--- src/rtl/fifo_drain_display_pkg.sv ---
// Shared definitions for the FIFO drain/display block: FSM state encoding
// and the hex-digit to active-low seven-segment table ({g,f,e,d,c,b,a}).
package fifo_drain_display_pkg;

  typedef enum logic [1:0] {
    S_IDLE = 2'd0,
    S_POP  = 2'd1,
    S_WAIT = 2'd2,
    S_HOLD = 2'd3
  } state_t;

  localparam int SEG_W = 7;

  // Index is the hex digit value; a bit is 0 when its segment is lit.
  localparam logic [SEG_W-1:0] HEX_SEG [16] = '{
    7'b1000000,  // 0
    7'b1111001,  // 1
    7'b0100100,  // 2
    7'b0110000,  // 3
    7'b0011001,  // 4
    7'b0010010,  // 5
    7'b0000010,  // 6
    7'b1111000,  // 7
    7'b0000000,  // 8
    7'b0010000,  // 9
    7'b0001000,  // A
    7'b0000011,  // b
    7'b1000110,  // C
    7'b0100001,  // d
    7'b0000110,  // E
    7'b0001110   // F
  };

  function automatic logic [SEG_W-1:0] hex_to_seg(input logic [3:0] nib);
    return HEX_SEG[nib];
  endfunction

endpackage

--- src/rtl/fifo_drain_display_hex7seg.sv ---
// Combinational hex digit to active-low seven-segment decoder.
module hex7seg
  import fifo_drain_display_pkg::*;
(
  input  logic [3:0]       i_nib,
  output logic [SEG_W-1:0] o_seg
);

  assign o_seg = hex_to_seg(i_nib);

endmodule

--- src/rtl/fifo_drain_display.sv ---
// Pops one byte at a time from a FIFO read port, shows it on LEDs and two
// seven-segment digits for HOLD_CYCLES clocks, and counts captured bytes.
module fifo_drain_display
  import fifo_drain_display_pkg::*;
#(
  parameter int unsigned HOLD_CYCLES = 50000000,
  parameter int          CNT_W       = 32
) (
  input  logic             clk,
  input  logic             rst,
  input  logic             en,
  input  logic             fifo_empty,
  input  logic [7:0]       fifo_dout,
  output logic             fifo_rd_en,
  output logic [7:0]       data_out,
  output logic [SEG_W-1:0] seg_lo,
  output logic [SEG_W-1:0] seg_hi,
  output logic             shown,
  output logic [7:0]       pop_cnt
);

  localparam logic [CNT_W-1:0] HOLD_LAST = CNT_W'(HOLD_CYCLES - 1);

  state_t           r_state;
  state_t           w_next;
  logic [CNT_W-1:0] r_cnt;
  logic [7:0]       r_data;
  logic [7:0]       r_pop_cnt;
  logic             w_hold_done;

  assign w_hold_done = (r_cnt == HOLD_LAST);

  always_ff @(posedge clk) begin
    if (rst) begin
      r_state   <= S_IDLE;
      r_cnt     <= '0;
      r_data    <= '0;
      r_pop_cnt <= '0;
    end else begin
      r_state <= w_next;
      case (r_state)
        // Read data is valid one cycle after the pop strobe.
        S_WAIT: begin
          r_data    <= fifo_dout;
          r_pop_cnt <= r_pop_cnt + 8'd1;
          r_cnt     <= '0;
        end
        S_HOLD:  r_cnt <= r_cnt + CNT_W'(1);
        default: ;
      endcase
    end
  end

  always_comb begin
    w_next     = r_state;
    fifo_rd_en = 1'b0;
    shown      = 1'b0;
    case (r_state)
      S_IDLE: begin
        if (en && !fifo_empty) w_next = S_POP;
      end
      S_POP: begin
        fifo_rd_en = 1'b1;
        w_next     = S_WAIT;
      end
      S_WAIT: w_next = S_HOLD;
      S_HOLD: begin
        shown = 1'b1;
        if (w_hold_done) w_next = S_IDLE;
      end
      default: w_next = S_IDLE;
    endcase
  end

  assign data_out = r_data;
  assign pop_cnt  = r_pop_cnt;

  hex7seg u_seg_lo (
    .i_nib (r_data[3:0]),
    .o_seg (seg_lo)
  );

  hex7seg u_seg_hi (
    .i_nib (r_data[7:4]),
    .o_seg (seg_hi)
  );

endmodule

--- config.mk ---
export PLATFORM = sky130hd
export DESIGN_NAME = fifo_drain_display
export DESIGN_NICKNAME = d
export VERILOG_FILES = /design/src/rtl/fifo_drain_display_pkg.sv /design/src/rtl/fifo_drain_display_hex7seg.sv /design/src/rtl/fifo_drain_display.sv
export SDC_FILE = /design/constraint.sdc
export NUM_CORES = 1
export LEC_CHECK = 0
export CAP_MARGIN = 20
export CORE_ASPECT_RATIO = 0.5
export CORE_MARGIN = 5
export CORE_UTILIZATION = 51
export CTS_BUF_LIST = sky130_fd_sc_hd__clkbuf_8
export CTS_CLUSTER_SIZE = 25
export DETAILED_ROUTE_END_ITERATION = 10
export PLACE_DENSITY = 0.79
export SKIP_LAST_GASP = 1
export SLEW_MARGIN = 20
export SYNTH_ARGS = -nofsm -noshare
export SYNTH_HDL_FRONTEND = slang
export SYNTH_SLANG_ARGS = --single-unit
--- constraint.sdc ---
create_clock -name clk -period 1.8 [get_ports clk]
set_clock_uncertainty 0.05 [all_clocks]
set_input_delay 0.18 -clock clk [delete_from_list [all_inputs] [get_ports clk]]
set_output_delay 0.18 -clock clk [all_outputs]
set_load 0.02 [all_outputs]
==> results.sh <==
export IMPL_met2_usage_pct=37.0
export IMPL_p_int_w=0.00237
export IMPL_vdd_ir_drop_worst_mv=0.691
export IMPL_grt_overflow=0
export IMPL_slew_violations=0
export IMPL_synthesis_nets=376
export IMPL_ys_top_cells_by_count="dfxtp_1 (50), nor2_1 (41), nand2_1 (33), a21oi_1 (25), ha_1 (19)"
export IMPL_yosysMostFrequentCell="dfxtp_1"
export IMPL_layout_drive_gt1_share_pct=36.8
export IMPL_multiInputGateArea_um2=2080
export IMPL_path_max_fanout=4
export IMPL_cp_required_ps=1570
export IMPL_drt_wl_total_um=9590
export IMPL_syn_cell_area_um2=2880
export IMPL_switchingPower_w=0.00142
export IMPL_initialDrtViolationCount=273
export IMPL_busiest_layer="met2"
export IMPL_clockRootBuffer="clkbuf_8"
export IMPL_core_area_um2=5470
export IMPL_critPathBufInv=3
export IMPL_min_period_ps=1920
export IMPL_seq_area_um2=1030
export IMPL_routedWlPerCell_um=18.4
export IMPL_start_util_pct=52.7
export IMPL_synth_area_top_cells="dfxtp_1 (35%), ha_1 (8.3%), mux2i_1 (5.9%)"
export IMPL_grtUsageMet3_pct=3.92
export IMPL_diodes=0
export IMPL_worst_path_stages=5
export IMPL_tightest_slew_ps=372
export IMPL_rr_worst_depth=6
export IMPL_ys_flop_type="dfxtp_1"
export IMPL_antenna_found_initial=0
export IMPL_worst_path_max_delay_cell="mux4_2"
export IMPL_clkSinkCount=50
export IMPL_grtUsageTotal_pct=21.4
export IMPL_grt_max_degree=33
export IMPL_clkLatencyLatePin_ps=310
export IMPL_setup_tns_ps=-1150
export IMPL_h_tree_depth=2
export IMPL_die_y_um=63.2
export IMPL_cts_clk_slew_worst_paths_ps=90
export IMPL_end_kind="output pin"
export IMPL_slew_headroom_pct=75.1
export IMPL_synth_async_reset_ratio_pct=0
export IMPL_cts_buffers=5
export IMPL_clock_path_buffers=2
export IMPL_power_density_nw_per_um2=877
export IMPL_ys_ff_latch=50
export IMPL_postSynthAreaPerCell_um2=8.35
export IMPL_dp_hpwl_um=5360
export IMPL_clock_power_share_pct=20.1
export IMPL_grt_pass1_wl_um=13000
export IMPL_clock_fmax_mhz=520
export IMPL_fin_util_pct=79.0
export IMPL_violations="setup timing"
export IMPL_seq_area_frac_synth_pct=34.7
export IMPL_p_leak_nw=1.62
export IMPL_p_comb_share_pct=45.9
export IMPL_viasPerCell=5.99
export IMPL_start_kind="flip-flop"
export IMPL_drt_first_pass_iters=4
export IMPL_drv_cap=0
export IMPL_hold_viol=0
export IMPL_cpPeakStageDelay_ps=470
export IMPL_path_class="flip-flop to output pin"
export IMPL_stdcell_area_um2=4320
export IMPL_numPortBuffers=43
export IMPL_synth_top_area_share_pct=34.7
export IMPL_finalSetupViolCount=19
export IMPL_p_seq_share_pct=33.9
export IMPL_place_area_um2=3820
export IMPL_detail_route_antenna_nets=0
export IMPL_fin_ws_ps=-124
export IMPL_synthCells=345
export IMPL_route_vias_total=3122
export IMPL_yosysWarnings=0
export IMPL_hold_path_class="flip-flop to flip-flop"
export IMPL_fp_dieW_um=116
export IMPL_swShare_pct=37.5
export IMPL_synth_edf_count=0
export IMPL_grt_pass1_vias=2926
export IMPL_grtUsageMet1_pct=25.7
export IMPL_critPathTopFamily="multiplexers"
export IMPL_fin_nets=478
export IMPL_crit_arrival_ps=1690
export IMPL_cp_cell_sequence="inv_4, ha_4, inv_2, mux4_2, buf_6"
export IMPL_row_count=19
export IMPL_drcViolationCount=0
export IMPL_nFillCells=294
export IMPL_holdPathStages=2
export IMPL_yosysTopAreaCell="dfxtp_1"
export IMPL_die_area_um2=7340
export IMPL_rsz0062_at_grt="yes"
export IMPL_place_ws_ps=-273
export IMPL_ys_types=43
export IMPL_run_status="finished, violations left"
export IMPL_period_share_pct=107
export IMPL_syn2layout_area_growth_pct=49.9
export IMPL_place_gp_congestion=0.915
export IMPL_cts_tree="built"
export IMPL_ios=44
worst reg2reg max path, delay by kind of cell, from the launching register on:
family	cells	cell delay (ps)
compound gates	1	150
fa+ha+maj	1	140
flops	1	360
simple gates	4	1140
cell families after synthesis:
kind of cell / share of synthesized area, %
AND/OR/NAND/NOR: 29.4
multiplexers: 10.2
buffers and inverters: 3.34
XOR/XNOR: 1.52
AO/OA/AOI/OAI: 12.6
adder cells (fa/ha/maj): 8.25
flip-flops: 34.7
cell type report:
class / count / area share [%]
Timing Repair Buffer: 110 / 22.4
Multi-Input combinational cell: 270 / 48.2
Inverter: 10 / 0.985
Tap cell: 73 / 2.11
Sequential cell: 50 / 23.8
Clock buffer: 8 / 2.55
path summary, 6_finish.rpt:
kind	to	slack, ps	start
max	seg_lo[3]	-120	data_out[0]$_SDFFE_PP0P_
min	pop_cnt[7]$_SDFFE_PP0P_	450	pop_cnt[7]$_SDFFE_PP0P_
max reg2reg	r_cnt[27]$_SDFFE_PP0P_	-110	r_state[0]$_SDFFE_PP0P_
min reg2reg	pop_cnt[7]$_SDFFE_PP0P_	450	pop_cnt[7]$_SDFFE_PP0P_
sequential cells by signal (all words and copies together), names as in the netlist:
register  flops
r_state       2
r_cnt        32
pop_cnt       8
data_out      8
repair_timing:
item | CTS | global route
buffers inserted | 3 | 8
endpoints found under the hold margin | 0 | 0
resized for setup | 84 | 83
setup endpoints to repair | 30 | 41
hold buffers | 0 | 0
pin swaps | 5 | 27
per-layer routing:
layer / wire length, µm / up-vias / part of all wire [%]
met5: 0 / - / 0
met4: 333 / 0 / 3.5
met3: 530 / 34 / 5.5
met2: 4840 / 132 / 50
met1: 3890 / 1507 / 41
li1: - / 1449 / -
per-stage QoR:
stage	power, W	instances	hold slack, ps
3_3_place_gp	0.00278	503	419
2_1_floorplan	0.00217	345	277
4_1_cts	0.00355	514	450
6_report	0.00379	521	451
3_5_place_dp	0.00285	503	435
5_1_grt	0.00396	521	465
power by group through the flow:
stage	clock network (W)	logic, W	registers [W]
3_5_place_dp	0	0.00156	0.00128
6_report	0.000763	0.00174	0.00129
5_1_grt	0.000819	0.00185	0.00130
4_1_cts	0.000766	0.00152	0.00127
3_3_place_gp	0	0.00150	0.00127
2_1_floorplan	0	0.000832	0.00133
cells in the final DEF, fill, tap and decap left out, drive strengths merged, types with 5 or more instances in the layout:
cell	n
buf	80
dfxtp	50
nor2	42
nand2	33
clkdlybuf4s50	27
a21oi	25
ha	19
mux2i	17
nand4	16
nand3	15
o21ai	11
or3	10
inv	10
o211ai	9
mux2	9
clkbuf	8
nand4b	6
and3	6
o31ai	5
nand2b	5
nor3	5
Power figures use the tool's default switching activity.
